[config.mk]
export PLATFORM = sky130hd
export DESIGN_NAME = multi_ch_toggle_gen_flat
export DESIGN_NICKNAME = d
export VERILOG_FILES = /design/src/rtl/multi_ch_toggle_gen_if.sv /design/src/rtl/multi_ch_toggle_gen.sv /design/src/flat_wrapper.sv
export SDC_FILE = /design/constraint.sdc
export NUM_CORES = 1
export LEC_CHECK = 0
export CAP_MARGIN = 20
export CORE_AREA = 2 2 147 149
export DETAILED_ROUTE_END_ITERATION = 8
export DIE_AREA = 0 0 149 151
export MAX_ROUTING_LAYER = met4
export PLACE_DENSITY = 0.73
export SLEW_MARGIN = 5
export SYNTH_ARGS = -nofsm -noshare
export SYNTH_HDL_FRONTEND = slang
export SYNTH_SLANG_ARGS = --single-unit
[constraint.sdc]
create_clock -name clk_in1 -period 2 [get_ports clk_in1]
set_clock_uncertainty 0.2 [all_clocks]
set_input_delay 0.4 -clock clk_in1 [delete_from_list [all_inputs] [get_ports clk_in1]]
set_output_delay 0.4 -clock clk_in1 [all_outputs]
set_load 0.02 [all_outputs]
[src/rtl/multi_ch_toggle_gen_if.sv]
// Control/status bundle for multi_ch_toggle_gen.
// The master side (lab logic or bench) drives enables, modes, sync and the
// terminal-count load bus; the slave side (the generator) returns the
// per-channel registered outputs Q and tick.
interface multi_ch_toggle_gen_if #(
  parameter int CH    = 4,
  parameter int CNT_W = 22
);

  // Width of the load channel index; at least one bit even for CH == 1.
  localparam int LW = (CH > 1) ? $clog2(CH) : 1;

  logic [CH-1:0]    Enable;
  logic [CH-1:0]    mode;
  logic             sync;
  logic             load;
  logic [LW-1:0]    load_ch;
  logic [CNT_W-1:0] load_val;
  logic [CH-1:0]    Q;
  logic [CH-1:0]    tick;

  modport master (
    output Enable,
    output mode,
    output sync,
    output load,
    output load_ch,
    output load_val,
    input  Q,
    input  tick
  );

  modport slave (
    input  Enable,
    input  mode,
    input  sync,
    input  load,
    input  load_ch,
    input  load_val,
    output Q,
    output tick
  );

endinterface

[src/rtl/multi_ch_toggle_gen.sv]
// Multi-channel enable-gated toggle/pulse divider.
// Each channel counts enabled cycles up to its own run-time loadable terminal
// count. On the terminal cycle the channel emits a one-cycle tick and either
// toggles Q (square wave) or raises Q for one cycle (pulse). A global sync
// restarts every channel phase-aligned; a load updates one channel's limit
// and clears its count so the counter can never run past the limit.
module multi_ch_toggle_gen #(
  parameter int CH          = 4,
  parameter int CNT_W       = 22,
  parameter int DEFAULT_DIV = 2499999
) (
  input  logic                  clk_in1,
  input  logic                  clr,
  multi_ch_toggle_gen_if.slave  bus
);

  localparam int LW = (CH > 1) ? $clog2(CH) : 1;

  // Terminal count every channel starts from after reset.
  localparam logic [CNT_W-1:0] DEF_LIM = CNT_W'(DEFAULT_DIV);
  localparam logic [CNT_W-1:0] CNT_ONE = CNT_W'(1'b1);
  localparam logic [CNT_W-1:0] CNT_ZERO = CNT_W'(1'b0);

  // Registered per-channel state.
  logic [CH-1:0][CNT_W-1:0] r_cnt;
  logic [CH-1:0][CNT_W-1:0] r_lim;
  logic [CH-1:0]            r_q;
  logic [CH-1:0]            r_tick;

  // Next-state values computed combinationally.
  logic [CH-1:0][CNT_W-1:0] w_cnt_nxt;
  logic [CH-1:0][CNT_W-1:0] w_lim_nxt;
  logic [CH-1:0]            w_q_nxt;
  logic [CH-1:0]            w_tick_nxt;
  logic [CH-1:0]            w_ld_hit;
  logic [CH-1:0]            w_term;

  // Decode which channel (if any) the load bus addresses; an index >= CH
  // matches no channel, so out-of-range loads are silently ignored.
  always_comb begin
    w_ld_hit = '0;
    for (int i = 0; i < CH; i++) begin
      if (bus.load && (bus.load_ch == LW'(i))) begin
        w_ld_hit[i] = 1'b1;
      end else begin
        w_ld_hit[i] = 1'b0;
      end
    end
  end

  // Terminal detection: the counter has reached this channel's limit.
  always_comb begin
    w_term = '0;
    for (int i = 0; i < CH; i++) begin
      if (r_cnt[i] == r_lim[i]) begin
        w_term[i] = 1'b1;
      end else begin
        w_term[i] = 1'b0;
      end
    end
  end

  // Limit register update: a load always writes its addressed channel, even
  // when a sync on the same edge overrides everything else.
  always_comb begin
    w_lim_nxt = r_lim;
    for (int i = 0; i < CH; i++) begin
      if (w_ld_hit[i]) begin
        w_lim_nxt[i] = bus.load_val;
      end else begin
        w_lim_nxt[i] = r_lim[i];
      end
    end
  end

  // Per-channel count/output priority: sync, load, disable, terminal, count.
  always_comb begin
    w_cnt_nxt  = r_cnt;
    w_q_nxt    = r_q;
    w_tick_nxt = '0;
    for (int i = 0; i < CH; i++) begin
      if (bus.sync) begin
        // Phase-aligned restart of every channel.
        w_cnt_nxt[i]  = CNT_ZERO;
        w_q_nxt[i]    = 1'b0;
        w_tick_nxt[i] = 1'b0;
      end else if (w_ld_hit[i]) begin
        // New limit takes effect from a fresh count; Q keeps its level.
        w_cnt_nxt[i]  = CNT_ZERO;
        w_q_nxt[i]    = r_q[i];
        w_tick_nxt[i] = 1'b0;
      end else if (!bus.Enable[i]) begin
        // Frozen: count and level hold, no strobe.
        w_cnt_nxt[i]  = r_cnt[i];
        w_q_nxt[i]    = r_q[i];
        w_tick_nxt[i] = 1'b0;
      end else if (w_term[i]) begin
        w_cnt_nxt[i]  = CNT_ZERO;
        w_tick_nxt[i] = 1'b1;
        if (bus.mode[i]) begin
          w_q_nxt[i] = 1'b1;
        end else begin
          w_q_nxt[i] = ~r_q[i];
        end
      end else begin
        w_cnt_nxt[i]  = r_cnt[i] + CNT_ONE;
        w_tick_nxt[i] = 1'b0;
        if (bus.mode[i]) begin
          w_q_nxt[i] = 1'b0;
        end else begin
          w_q_nxt[i] = r_q[i];
        end
      end
    end
  end

  // State registers with asynchronous clear back to the default divider.
  always_ff @(posedge clk_in1 or negedge clr) begin
    if (!clr) begin
      r_cnt  <= '0;
      r_lim  <= {CH{DEF_LIM}};
      r_q    <= '0;
      r_tick <= '0;
    end else begin
      r_cnt  <= w_cnt_nxt;
      r_lim  <= w_lim_nxt;
      r_q    <= w_q_nxt;
      r_tick <= w_tick_nxt;
    end
  end

  // Outputs come straight from flops so downstream logic sees no glitches.
  assign bus.Q    = r_q;
  assign bus.tick = r_tick;

endmodule

[src/flat_wrapper.sv]
// flat-port wrapper written by rule: the top's interface ports become plain ports
module multi_ch_toggle_gen_flat 
#(
  parameter int CH          = 4,
  parameter int CNT_W       = 22,
  parameter int DEFAULT_DIV = 2499999
)
  (clk_in1, clr, bus_Enable, bus_mode, bus_sync, bus_load, bus_load_ch, bus_load_val, bus_Q, bus_tick);
  multi_ch_toggle_gen_if #(.CH(CH), .CNT_W(CNT_W)) bus_i ();
  input  logic clk_in1;
  input  logic clr;
  input wire logic [$bits(bus_i.Enable)-1:0] bus_Enable;
  input wire logic [$bits(bus_i.mode)-1:0] bus_mode;
  input wire logic [$bits(bus_i.sync)-1:0] bus_sync;
  input wire logic [$bits(bus_i.load)-1:0] bus_load;
  input wire logic [$bits(bus_i.load_ch)-1:0] bus_load_ch;
  input wire logic [$bits(bus_i.load_val)-1:0] bus_load_val;
  output wire logic [$bits(bus_i.Q)-1:0] bus_Q;
  output wire logic [$bits(bus_i.tick)-1:0] bus_tick;
  assign bus_i.Enable = bus_Enable;
  assign bus_i.mode = bus_mode;
  assign bus_i.sync = bus_sync;
  assign bus_i.load = bus_load;
  assign bus_i.load_ch = bus_load_ch;
  assign bus_i.load_val = bus_load_val;
  assign bus_Q = bus_i.Q;
  assign bus_tick = bus_i.tick;
  multi_ch_toggle_gen #(.CH(CH), .CNT_W(CNT_W), .DEFAULT_DIV(DEFAULT_DIV)) u_core (.clk_in1(clk_in1), .clr(clr), .bus(bus_i));
endmodule
==> flow_summary.json <==
{
  "grt_usage": 0.2365,
  "crit_family": "simple AND/OR/NAND/NOR gates",
  "final_cells": 1355,
  "rsz0062_at_grt": "true",
  "hold_slack_ns": 0.2177,
  "ir_drop_v": 0.0006493,
  "synthesis.area_um2": 9306,
  "violations": "setup timing",
  "period_minus_slack_ns": 2.253,
  "slew_headroom": 0.6774,
  "drc": 0,
  "firstDrtPassIters": 5,
  "fin_ws_ns": -0.2529,
  "yosys_register_bits": 184,
  "core_um2": 20820,
  "grt_overflow": 0,
  "regArea_um2": 4669,
  "yosys-top-cells-area": "dfrtp_1 (37%), dfstp_2 (14%), mux2_2 (11%)",
  "fin_crit_sh": 1.126,
  "crit_type": "flip-flop to flip-flop",
  "routed_wl_um": 26620,
  "cts.clk_slew.worst_paths_ns": 0.07,
  "grt_first_pass_wirelength_um": 39770,
  "synth_most_common_cell": "dfrtp_1",
  "io_pins": 44,
  "fillers": 1574,
  "ys.flop_type": "dfrtp_1",
  "viasPerCell": 5.652,
  "synthCells": 860,
  "port_buffers": 43,
  "drtIter0Drc": 501,
  "die_w_um": 149,
  "max_cap_viol_count": 0,
  "synth_largest_area_cell": "dfrtp_1",
  "setup_viol": 89,
  "cts_tree": "built",
  "stdcell_area_um2": 12860,
  "die_h_um": 151,
  "cp.required_ns": 2.11,
  "synth_top_area_share": 0.3657,
  "worstSkewPairLatency_ns": 0.43,
  "avgSynthCellArea_um2": 10.82,
  "grt_pass1_vias": 7481,
  "synth_cell_type_count": 62,
  "dieArea_um2": 22500,
  "cp_cell_sequence": "xnor2_2 -> nand4_1 -> nor4_4 -> buf_4 -> a21oi_4 -> and3_1 -> a221o_1",
  "fin_util": 0.6174,
  "multi_input_area_um2": 5309,
  "fmax_ghz": 0.4439,
  "worstPathMaxFanout": 4,
  "synthArstFlopShare": 1.000,
  "htree_num_levels": 4,
  "ant_nets": 0,
  "synth_nets": 900,
  "yosysWarnings": 0,
  "area.growth.synth_to_final_pct": 38.14,
  "finalMaxSlewViolations": 0,
  "startpoint_type": "flip-flop",
  "cts.sink_count": 184,
  "dr_total_vias": 7659,
  "place_area_um2": 11130,
  "cpPeakStageDelay_ns": 0.58,
  "diodes": 0,
  "crit_path_end_kind": "flip-flop",
  "hp-class": "input port to asynchronous set/reset pin",
  "power.density_cell_area_nw_per_um2": 733.2,
  "routabilityCongestion": 0.9028,
  "cp_slowest_cell": "dfstp_2",
  "run_status": "finished with violations",
  "synth_edf_count": 0,
  "final_nets": 1107,
  "drive_gt1_frac": 0.4537,
  "grt_antenna_before_repair": 0,
  "crit_arrival_ns": 2.37,
  "worst_slew_pin_slew_ns": 0.4823,
  "hold_viol_final": 0,
  "dp_cells": 1298,
  "start_util": 0.4469,
  "hpwlAfterDp_um": 16970,
  "synthTopCellsByCount": "dfrtp_1 (136), xnor2_1 (108), mux2_2 (88)",
  "rows": 53,
  "root_buffer": "clkbuf_16",
  "critPathBufInv": 1,
  "p_leak_nw": 5.224,
  "cts_buffers": 17,
  "grt_max_degree": 65,
  "yosysSeqAreaShare": 0.5012,
  "avgRoutedWirePerCell_um": 19.65,
  "clockBufferDepth": 2
}
[path summary, 6_finish.rpt]
check | startpoint | endpoint | slack (ns) | cells past startpoint
max | u_core.r_lim[52] | u_core.r_cnt[60] | -0.25 | 7
min | clr | u_core.r_cnt[22] | 0.22 | 2
max reg2reg | u_core.r_lim[52] | u_core.r_cnt[60] | -0.25 | 7
min reg2reg | u_core.r_lim[64] | u_core.r_lim[64] | 0.33 | 1
max in group asynchronous | clr | u_core.r_lim[68] | 0.70 | 3
min in group clk_in1 | bus_sync | u_core.bus.Q[0] | 0.22 | 4
[layer usage]
| layer | wire [µm] | vias up | track usage |
|---|---|---|---|
| li1 | - | 3459 | - |
| met1 | 11290 | 3880 | 0.3048 |
| met5 | 0 | - | - |
| met4 | 763 | 0 | 0.08857 |
| met2 | 13430 | 259 | 0.3797 |
| met3 | 1139 | 61 | 0.03795 |
[metrics by stage]
stage          setup slack [ns]  power [W]  setup TNS, ns
2_1_floorplan          -0.03421   0.005258        -0.3040
3_3_place_gp            -0.4770   0.005715         -44.42
3_5_place_dp            -0.5762   0.005772         -51.20
4_1_cts                 -0.1656   0.009366         -5.137
5_1_grt                 -0.3161   0.009760         -15.92
6_report                -0.2529   0.009426         -8.864
[final cells by class]
type,instances,share of cell area
Clock inverter,10,0.01109
Clock buffer,22,0.03611
Tap cell,275,0.02676
Sequential cell,184,0.3632
Inverter,15,0.004380
Timing Repair Buffer,214,0.1455
Multi-Input combinational cell,635,0.4129
[registers in the layout (all words and copies together), names as in the netlist]
name / cells
u_core.bus.tick: 4
u_core.bus.Q: 4
u_core.r_lim: 88
u_core.r_cnt: 88
[timing repair]
item,in CTS,in global routing
hold endpoints to repair,87,0
hold buffers,1,0
gates cloned,2,1
pin swaps,68,70
setup endpoints to repair,95,103
buffers inserted,14,11
resized for setup,97,134
[cells in the final DEF, fill, tap and decap left out, types with 8 or more instances in the layout]
cell	instances
xor2_1	22
dfrtp_1	132
xnor2_2	14
clkdlybuf4s50_1	34
a21oi_2	13
buf_4	142
inv_1	15
mux2_2	88
nand4_1	45
buf_6	23
nor2_1	44
nand3_1	36
dfstp_2	48
nand3_2	10
nor2_4	20
nor2_2	22
xnor2_1	94
and3_1	9
nand2_1	70
a31oi_1	8
clkbuf_16	17
[kinds of logic (layout without fill, tap and decap cells)]
kind of cell / after synthesis / in the layout / synth area share
fa+ha+maj: 4 / 4 / 0.005378
xor+xnor: 133 / 133 / 0.1252
flops: 184 / 184 / 0.5012
compound gates: 89 / 91 / 0.06655
mux: 88 / 88 / 0.1065
simple gates: 319 / 319 / 0.1763
buf+inv: 43 / 261 / 0.01896
[power breakdown]
group / total (W) / internal, W / switching (W)
sequential: 0.00451 / 0.00421 / 0.000294
combinational: 0.00140 / 0.000770 / 0.000635
clock: 0.00351 / 0.00204 / 0.00147
Power figures use the tool's default switching activity.
